===== src/rtl/cpu_pkg.sv =====
// Shared EX-stage definitions: MUL ALUOp, multiplier FSM states, iteration count.
// MUL_RADIX4_EN selects 2 multiplier bits per step instead of 1.
package cpu_pkg;

    localparam logic [1:0] ALUOP_MUL = 2'b11;

    typedef enum logic [1:0] {
        ST_IDLE = 2'd0,
        ST_RUN  = 2'd1,
        ST_DONE = 2'd2
    } mul_state_e;

`ifdef MUL_RADIX4_EN
    localparam int MUL_DIGIT_W = 2;
`else
    localparam int MUL_DIGIT_W = 1;
`endif

    function automatic int mul_iter(input int data_w);
        return data_w / MUL_DIGIT_W;
    endfunction

    function automatic int mul_cnt_w(input int data_w);
        return $clog2(mul_iter(data_w));
    endfunction

endpackage


===== src/rtl/mul_sequencer_if.sv =====
// EX-stage multiplier request/response bundle; the pipeline drives master, the multiplier is slave.
// stall is the only backpressure: the pipeline holds start/operands while it is high.
interface mul_sequencer_if #(parameter int DATA_W = 64) ();
    logic              start;
    logic [DATA_W-1:0] op_a;
    logic [DATA_W-1:0] op_b;
    logic              hi_sel;
    logic              flush;
    logic              stall;
    logic              busy;
    logic              done;
    logic [DATA_W-1:0] result;

    modport master (output start, op_a, op_b, hi_sel, flush,
                    input  stall, busy, done, result);
    modport slave  (input  start, op_a, op_b, hi_sel, flush,
                    output stall, busy, done, result);
endinterface


===== src/rtl/mul_shift_add_dp.sv =====
// Shift-add multiplier datapath; one digit per step (radix-4 when MUL_RADIX4_EN is defined).
// o_product is the accumulator value after the current step, so it is final during the last step.
module mul_shift_add_dp
    import cpu_pkg::*;
#(
    parameter int DATA_W = 64
) (
    input  logic                clk,
    input  logic                rst,
    input  logic                i_load,
    input  logic                i_step,
    input  logic [DATA_W-1:0]   i_op_a,
    input  logic [DATA_W-1:0]   i_op_b,
    output logic [2*DATA_W-1:0] o_product
);
    localparam int AW = 2*DATA_W + 1;

    // {acc_hi[DATA_W:0], multiplier/product_lo[DATA_W-1:0]}
    logic [AW-1:0]     r_acc;
    logic [AW-1:0]     w_acc_nxt;
    logic [DATA_W-1:0] r_m;

`ifdef MUL_RADIX4_EN
    logic [DATA_W+1:0] r_m3;
    logic [DATA_W+1:0] w_addend;
    logic [DATA_W+1:0] w_sum;

    always_comb begin
        w_addend = '0;
        case (r_acc[1:0])
            2'd1:    w_addend = {2'b00, r_m};
            2'd2:    w_addend = {1'b0, r_m, 1'b0};
            2'd3:    w_addend = r_m3;
            default: w_addend = '0;
        endcase
        w_sum     = {1'b0, r_acc[AW-1:DATA_W]} + w_addend;
        w_acc_nxt = {1'b0, w_sum, r_acc[DATA_W-1:2]};
    end

    always_ff @(posedge clk) begin
        if (rst) begin
            r_m3 <= '0;
        end else if (i_load) begin
            r_m3 <= {2'b00, i_op_a} + {1'b0, i_op_a, 1'b0};
        end
    end
`else
    logic [DATA_W:0] w_addend;
    logic [DATA_W:0] w_sum;

    always_comb begin
        w_addend  = r_acc[0] ? {1'b0, r_m} : '0;
        w_sum     = r_acc[AW-1:DATA_W] + w_addend;
        w_acc_nxt = {1'b0, w_sum, r_acc[DATA_W-1:1]};
    end
`endif

    always_ff @(posedge clk) begin
        if (rst) begin
            r_acc <= '0;
            r_m   <= '0;
        end else if (i_load) begin
            r_acc <= {{(DATA_W+1){1'b0}}, i_op_b};
            r_m   <= i_op_a;
        end else if (i_step) begin
            r_acc <= w_acc_nxt;
        end
    end

    assign o_product = w_acc_nxt[2*DATA_W-1:0];

endmodule


===== src/rtl/mul_sequencer.sv =====
// Multi-cycle unsigned MUL for EX: stalls the pipeline ITER+1 cycles, then pulses done with result.
// Radix-4 iteration (ITER = DATA_W/2) when MUL_RADIX4_EN is defined; flush aborts from any state.
module mul_sequencer
    import cpu_pkg::*;
#(
    parameter int DATA_W = 64
) (
    input  logic           clk,
    input  logic           rst,
    mul_sequencer_if.slave bus
);
    localparam int ITER  = mul_iter(DATA_W);
    localparam int CNT_W = mul_cnt_w(DATA_W);
    localparam logic [CNT_W-1:0] CNT_LOAD = CNT_W'(ITER - 1);

    mul_state_e          r_state;
    mul_state_e          w_next;
    logic [CNT_W-1:0]    r_cnt;
    logic                r_hi_sel;
    logic                r_busy;
    logic                r_done;
    logic [DATA_W-1:0]   r_result;
    logic                w_accept;
    logic                w_step;
    logic                w_last;
    logic [2*DATA_W-1:0] w_product;

    assign w_accept = (r_state == ST_IDLE) & bus.start & ~bus.flush;
    assign w_step   = (r_state == ST_RUN) & ~bus.flush;
    assign w_last   = w_step & (r_cnt == '0);

    mul_shift_add_dp #(.DATA_W(DATA_W)) u_dp (
        .clk       (clk),
        .rst       (rst),
        .i_load    (w_accept),
        .i_step    (w_step),
        .i_op_a    (bus.op_a),
        .i_op_b    (bus.op_b),
        .o_product (w_product)
    );

    always_comb begin
        w_next = r_state;
        if (bus.flush) begin
            w_next = ST_IDLE;
        end else begin
            case (r_state)
                ST_IDLE: if (bus.start) w_next = ST_RUN;
                ST_RUN:  if (r_cnt == '0) w_next = ST_DONE;
                ST_DONE: w_next = ST_IDLE;
                default: w_next = ST_IDLE;
            endcase
        end
    end

    always_ff @(posedge clk) begin
        if (rst) begin
            r_state  <= ST_IDLE;
            r_cnt    <= '0;
            r_hi_sel <= 1'b0;
            r_busy   <= 1'b0;
            r_done   <= 1'b0;
            r_result <= '0;
        end else begin
            r_state <= w_next;
            r_busy  <= (w_next != ST_IDLE);
            r_done  <= w_last;
            if (w_accept) begin
                r_cnt    <= CNT_LOAD;
                r_hi_sel <= bus.hi_sel;
            end else if (w_step) begin
                r_cnt <= r_cnt - CNT_W'(1);
            end
            if (w_last) begin
                r_result <= r_hi_sel ? w_product[2*DATA_W-1:DATA_W] : w_product[DATA_W-1:0];
            end
        end
    end

    // DONE is deliberately excluded: EX/MEM must capture result in that cycle.
    assign bus.stall  = ~rst & ~bus.flush & (((r_state == ST_IDLE) & bus.start) | (r_state == ST_RUN));
    assign bus.busy   = r_busy;
    assign bus.done   = r_done;
    assign bus.result = r_result;

endmodule


===== src/flat_wrapper.sv =====
// flat-port wrapper written by rule: the top's interface ports become plain ports
module mul_sequencer_flat import cpu_pkg::*;
#(
    parameter int DATA_W = 64
)
  (clk, rst, bus_start, bus_op_a, bus_op_b, bus_hi_sel, bus_flush, bus_stall, bus_busy, bus_done, bus_result);
  mul_sequencer_if #(.DATA_W(DATA_W)) bus_i ();
  input  logic clk;
  input  logic rst;
  input wire logic [$bits(bus_i.start)-1:0] bus_start;
  input wire logic [$bits(bus_i.op_a)-1:0] bus_op_a;
  input wire logic [$bits(bus_i.op_b)-1:0] bus_op_b;
  input wire logic [$bits(bus_i.hi_sel)-1:0] bus_hi_sel;
  input wire logic [$bits(bus_i.flush)-1:0] bus_flush;
  output wire logic [$bits(bus_i.stall)-1:0] bus_stall;
  output wire logic [$bits(bus_i.busy)-1:0] bus_busy;
  output wire logic [$bits(bus_i.done)-1:0] bus_done;
  output wire logic [$bits(bus_i.result)-1:0] bus_result;
  assign bus_i.start = bus_start;
  assign bus_i.op_a = bus_op_a;
  assign bus_i.op_b = bus_op_b;
  assign bus_i.hi_sel = bus_hi_sel;
  assign bus_i.flush = bus_flush;
  assign bus_stall = bus_i.stall;
  assign bus_busy = bus_i.busy;
  assign bus_done = bus_i.done;
  assign bus_result = bus_i.result;
  mul_sequencer #(.DATA_W(DATA_W)) u_core (.clk(clk), .rst(rst), .bus(bus_i));
endmodule

===== config.mk =====
export PLATFORM = sky130hd
export DESIGN_NAME = mul_sequencer_flat
export DESIGN_NICKNAME = d
export VERILOG_FILES = /design/src/rtl/cpu_pkg.sv /design/src/rtl/mul_sequencer_if.sv /design/src/rtl/mul_shift_add_dp.sv /design/src/rtl/mul_sequencer.sv /design/src/flat_wrapper.sv
export SDC_FILE = /design/constraint.sdc
export NUM_CORES = 1
export LEC_CHECK = 0
export BUFFER_PORTS_ARGS = -buffer_cell sky130_fd_sc_hd__buf_2
export CAP_MARGIN = 40
export CORE_ASPECT_RATIO = 0.7
export CORE_MARGIN = 1.5
export CORE_UTILIZATION = 58
export CTS_CLUSTER_DIAMETER = 200
export DETAILED_ROUTE_END_ITERATION = 8
export PLACE_DENSITY = 0.8
export REMOVE_ABC_BUFFERS = 1
export SLEW_MARGIN = 20
export SYNTH_ARGS = -nofsm -noshare
export SYNTH_HDL_FRONTEND = slang
export SYNTH_SLANG_ARGS = --single-unit

===== constraint.sdc =====
create_clock -name clk -period 4.1 [get_ports clk]
set_input_delay 0.205 -clock clk [delete_from_list [all_inputs] [get_ports clk]]
set_output_delay 0.205 -clock clk [all_outputs]
set_load 0.03 [all_outputs]

Yosys cells after proc, flatten, opt, wreduce, memory -nomap -nowiden
Index checks and enable logic that the tools add are counted.
- register bits: 267
- bits in latches: 0
- memory bits (writable): 0
- memory bits (read-only): 0
- input bits: 133
- word-level logic and storage cells: 36
- memories kept: 0
- $add $sub $neg: 2
- $mul: 0
- div/mod/pow operators: 0
- $lt $le $gt $ge: 0
- eq/ne operators: 1
- shift-type cells: 0
- mux-type cells: 10
- bitwise operators: 9
- reduce and logical (&&, ||, !) cells: 5
- operators by type and width (kind ; count):
    two-way mux 64 bit ; 4
    adder 64 x 64 -> 65 bit ; 1
    two-way mux 6 bit ; 2
    bitwise AND 1 bit ; 6
    zero test 6 bit ; 1
    two-way mux 2 bit ; 3
    subtractor 6 x 1 -> 6 bit (second input constant) ; 1
    one-hot mux 2 bit (2 select lines) ; 1
    nonzero test 2 bit ; 2
    equality test 2 x 1 -> 1 bit (second input constant) ; 1
    zero test 2 bit ; 1
    inverter 1 bit ; 2
    OR reduction 2 bit ; 1
    bitwise OR 1 bit ; 1

Logic depth before layout (Yosys ltp)
- depth after elaboration: 5
- mapped depth: 15
- depth with buffers taken out: 13

By module
A second synthesis with hierarchy kept.
- cells, all modules: 1922
- area total of the unflattened synthesis: 16468.3 µm²
- by module, submodules not included (module ; times used ; cells an instance ; area an instance (µm²)):
    mul_shift_add_dp ; 1 ; 1491 ; 12290.5
    mul_sequencer ; 1 ; 431 ; 4177.8

Least setup slack after synthesis
No wires, ideal clock.
- path kind: register -> register
- start point: register u_core.u_dp.r_acc[0]
- end point: register u_core.r_result[59] (netlist: u_core.bus.result[59])
- library setup time: 0.103 ns
- arrival: 3.228 ns
- data required time: 3.997 ns
- path slack: 0.768 ns
- cell stages (with the launch flop): 15
- path through: dfxtp_1 > clkbuf_1 > and2_1 > ha_1 > fa_1 > a21oi_1 > o211ai_1 > a21oi_1 > o21ai_2 > a311oi_2 > o31ai_2 > a41o_4 > a311oi_4 > xnor2_1 > a2111oi_2
- word-level cells in the longest chain between the ends: 3
- RTL lines (item ; RTL line ; source):
    start, declared ; mul_shift_add_dp.sv:19 ; logic [AW-1:0] r_acc;
    start signal, assigned ; mul_shift_add_dp.sv:63 ; r_acc <= {{(DATA_W+1){1'b0}}, i_op_b};
    start signal, assigned ; mul_shift_add_dp.sv:66 ; r_acc <= w_acc_nxt;
    two-way mux 64 bit ; mul_shift_add_dp.sv:52 ; w_addend = r_acc[0] ? {1'b0, r_m} : '0;
    adder 64 x 64 -> 65 bit ; mul_shift_add_dp.sv:53 ; w_sum = r_acc[AW-1:DATA_W] + w_addend;
    two-way mux 64 bit ; mul_sequencer.sv:75 ; r_result <= r_hi_sel ? w_product[2*DATA_W-1:DATA_W] : w_product[DATA_W-1:0];
    end signal, assigned ; mul_sequencer.sv:75 ;
    end, declared ; mul_sequencer.sv:22 ; logic [DATA_W-1:0] r_result;
Every way passes these cells.
A chain may end at the register's enable or synchronous reset.

Final worst setup path
- start point: register u_core.u_dp.r_acc[0]
- end point: register u_core.u_dp.r_acc[105]
- word-level cells in the longest chain between the ends: 2
- RTL lines (item ; RTL line):
    two-way mux 64 bit ; mul_shift_add_dp.sv:52
    adder 64 x 64 -> 65 bit ; mul_shift_add_dp.sv:53
Every way passes these cells.

==> impl_metrics.json <==
{
  "finClkSkew_ns": 0.0130,
  "wl_met1_um": 21500,
  "tightest_slew_ns": 0.740,
  "holdWs_ns": 0.0165,
  "wl_um": 46800,
  "antenna_left": 0,
  "hpwl_um": 31100,
  "wl_met3_um": 3680,
  "critical-path-slowest-cell": "or3b_2",
  "power.total_uw": 5850,
  "path_max_fanout": 30,
  "start_kind": "register",
  "synth_edf_count": 0,
  "rsz0062_at_grt": "false",
  "post_dp_cell_area_mm2": 0.0159,
  "synth_area_leader_cell": "dfxtp_1",
  "netlist_top_cells_area": "dfxtp_1 36%, a21oi_1 9.1%, nand2_1 8.8%",
  "syn_to_final_growth_pct": 22.8,
  "final_layout_size_suffix_gt1_frac": 0.149,
  "timing.reg2reg.setup_slack_ns": 0.35,
  "clockPowerShare": 0.414,
  "final-hold-violation-count": 0,
  "cpMostUsedCell": "o21ai_0",
  "path_cells": "buf_12 > and2_1 > ha_1 > fa_1 > a21oi_1 > o211ai_1 > nand2_1 > o21ai_0 > a31o_2 > o21ai_0 > a21oi_1 > or3b_2 > nand4_1 > o21ai_0",
  "comb_power_share": 0.112,
  "setup_viol": 0,
  "synthArstFlopShare": 0,
  "crit_required_ns": 4.52,
  "drv_cap": 0,
  "wl_met2_um": 20600,
  "end_kind": "register",
  "fin_util": 0.728,
  "clk_path_buf_depth": 3,
  "drtPass1Iterations": 5,
  "die_x_um": 193,
  "synthDominantCellAreaShare": 0.364,
  "synth_seq_cells": 267,
  "crit_type": "register to register",
  "clk_latency_ns": 0.54,
  "final.setup.tns_ns": 0,
  "synth_ff_type": "dfxtp_1",
  "hold_buffers": 122,
  "track_usage": 0.348,
  "fp.dieH_um": 136,
  "min_path_type": "input pin to register",
  "cts_resized": 0,
  "critPathArrivalTime_ns": 4.17,
  "p_int_uw": 4320,
  "row_count": 48,
  "wl_per_cell_um": 18.9,
  "max_slew_margin": 0.507,
  "grt-ovfl-total": 0,
  "ir_worst_vdd_mv": 0.286,
  "antenna_found_initial": 1,
  "sw_frac_of_total": 0.261,
  "max_stage_delay_ns": 0.49,
  "htree_num_levels": 1,
  "fin_nets": 2330,
  "start_util": 0.593,
  "drc": 0,
  "place.gp.congestion": 0.927,
  "clock-root-buffer": "clkbuf_16",
  "highest_layer": "met5",
  "cts.clk_slew.worst_paths_ns": 0.07,
  "seq_area_frac_synth": 0.364,
  "num_vias": 15100,
  "drtIter0Drc": 1324,
  "cts_tree": "built",
  "power.leakage_uw": 0.00745,
  "p_switching_uw": 1520,
  "final_area_mm2": 0.0180,
  "cts_buffers": 26,
  "core_area_mm2": 0.0247,
  "die_area_mm2": 0.0263,
  "io_pins": 200,
  "grt_start_max_net_pins": 98,
  "power.density_mw_per_mm2": 325,
  "fin_crit_ns": 3.75,
  "synth.avg_cell_area_um2": 7.74,
  "grt_pass1_wl_um": 73500,
  "power_frac_seq": 0.473,
  "port_buffers": 199,
  "status": "finished, final reports clean",
  "yosysWarnings": 0,
  "period_share": 0.915,
  "postCtsSetupBuffers": 0,
  "vias_per_cell": 6.12,
  "maxSlewViolCount": 0,
  "fmax_mhz": 267,
  "synth_cell_types": 79,
  "diodes": 0,
  "postSynthCellCount": 1894,
  "cts_sinks": 267,
  "grt_pass1_vias": 14300,
  "syn_area_mm2": 0.0147
}
==> power groups by stage <==
stage | Sequential (uW) | Clock [uW] | Combinational, uW
6_report | 2770 | 2420 | 657
5_1_grt | 2780 | 2530 | 708
4_1_cts | 2760 | 2430 | 631
3_5_place_dp | 2820 | 0 | 540
3_3_place_gp | 2820 | 0 | 517
2_1_floorplan | 2830 | 0 | 276
==> layout make-up <==
| cell class | instances | area, um^2 |
|---|---|---|
| clock buffer | 36 | 759 |
| clock inverter | 11 | 88.8 |
| fill | 1926 | 6730 |
| inverter | 22 | 82.6 |
| multi-input combinational | 1464 | 8730 |
| sequential | 267 | 5350 |
| tap | 325 | 407 |
| timing repair buffer | 349 | 2590 |
==> layer usage <==
metal  vias up  track usage
li1       7220            -
met1      7155        0.496
met2       679        0.552
met3        82       0.0467
met4         2       0.0897
met5         -            0
==> path summary, 6_finish.rpt <==
check	startpoint	depth (start not counted)	end
max reg2reg	u_core.u_dp.r_acc[0]	14	u_core.u_dp.r_acc[105]
min reg2reg	u_core.u_dp.r_m[52]	2	u_core.u_dp.r_m[52]
max	u_core.u_dp.r_acc[0]	14	u_core.u_dp.r_acc[105]
min	bus_op_b[14]	3	u_core.u_dp.r_acc[14]
==> registers in the layout, indices dropped and copies added (netlist names) <==
register and count:
u_core.bus.busy 1, u_core.bus.done 1, u_core.r_state 2, u_core.bus.result 64
u_core.u_dp.r_acc 128, u_core.r_hi_sel 1, u_core.r_cnt 6, u_core.u_dp.r_m 64
==> worst max-delay path, delay by kind of cell, from the launching register on <==
kind                       cells  cell delay [ns]
AOI/OAI and AO/OA              7             1.55
adders and majority gates      2             0.65
buffers and inverters          1             0.18
DFF                            1             0.36
and+or+nand+nor                4             0.88
==> metrics by stage <==
stage / cells / worst slack (ns)
2_1_floorplan: 1753 / -9.31
3_3_place_gp: 2300 / 0.505
3_5_place_dp: 2303 / 0.391
4_1_cts: 2472 / 0.380
5_1_grt: 2474 / 0.0632
6_report: 2474 / 0.350
==> layout by cell type, fill, tap and decap left out, drive strengths merged, types with 6 or more instances in the layout <==
cell type      n
nand2        343
a21oi        273
dfxtp        267
buf          226
dlygate4sd3  123
nor2         120
and2          74
ha            66
o21ai         65
nor3          53
nand3         46
a21o          46
a211oi        42
a22oi         39
clkbuf        36
mux2i         32
xnor2         31
o22ai         26
inv           22
xor2          21
and3          19
nand4         18
o211ai        17
a31oi         15
or3           14
o21bai        12
clkinv         8
and4           7
nor2b          6
==> synthesized netlist by cell type (17+ instances only) <==
| cell | instances |
|---|---|
| nand3_1 | 46 |
| dfxtp_1 | 267 |
| xor2_1 | 21 |
| clkbuf_1 | 122 |
| nor3_1 | 52 |
| a211oi_1 | 41 |
| ha_1 | 66 |
| mux2i_1 | 32 |
| a21o_1 | 43 |
| a21oi_1 | 268 |
| nand4_1 | 18 |
| and2_1 | 73 |
| nand2_1 | 343 |
| o211ai_1 | 17 |
| and3_1 | 19 |
| xnor2_1 | 31 |
| o22ai_1 | 26 |
| a22oi_1 | 39 |
| inv_1 | 21 |
| nor2_1 | 119 |
| o21ai_0 | 54 |
==> kinds of logic (layout without fill, tap and decap cells) <==
logic type | after synthesis | count (layout) | share of synthesized area
compound gates | 589 | 589 | 0.256
xor+xnor | 52 | 52 | 0.0311
fa+ha+maj | 67 | 67 | 0.0577
buf+inv | 163 | 418 | 0.0422
flops | 267 | 267 | 0.364
mux | 36 | 36 | 0.0249
simple gates | 720 | 720 | 0.224
Power figures use the tool's default switching activity.
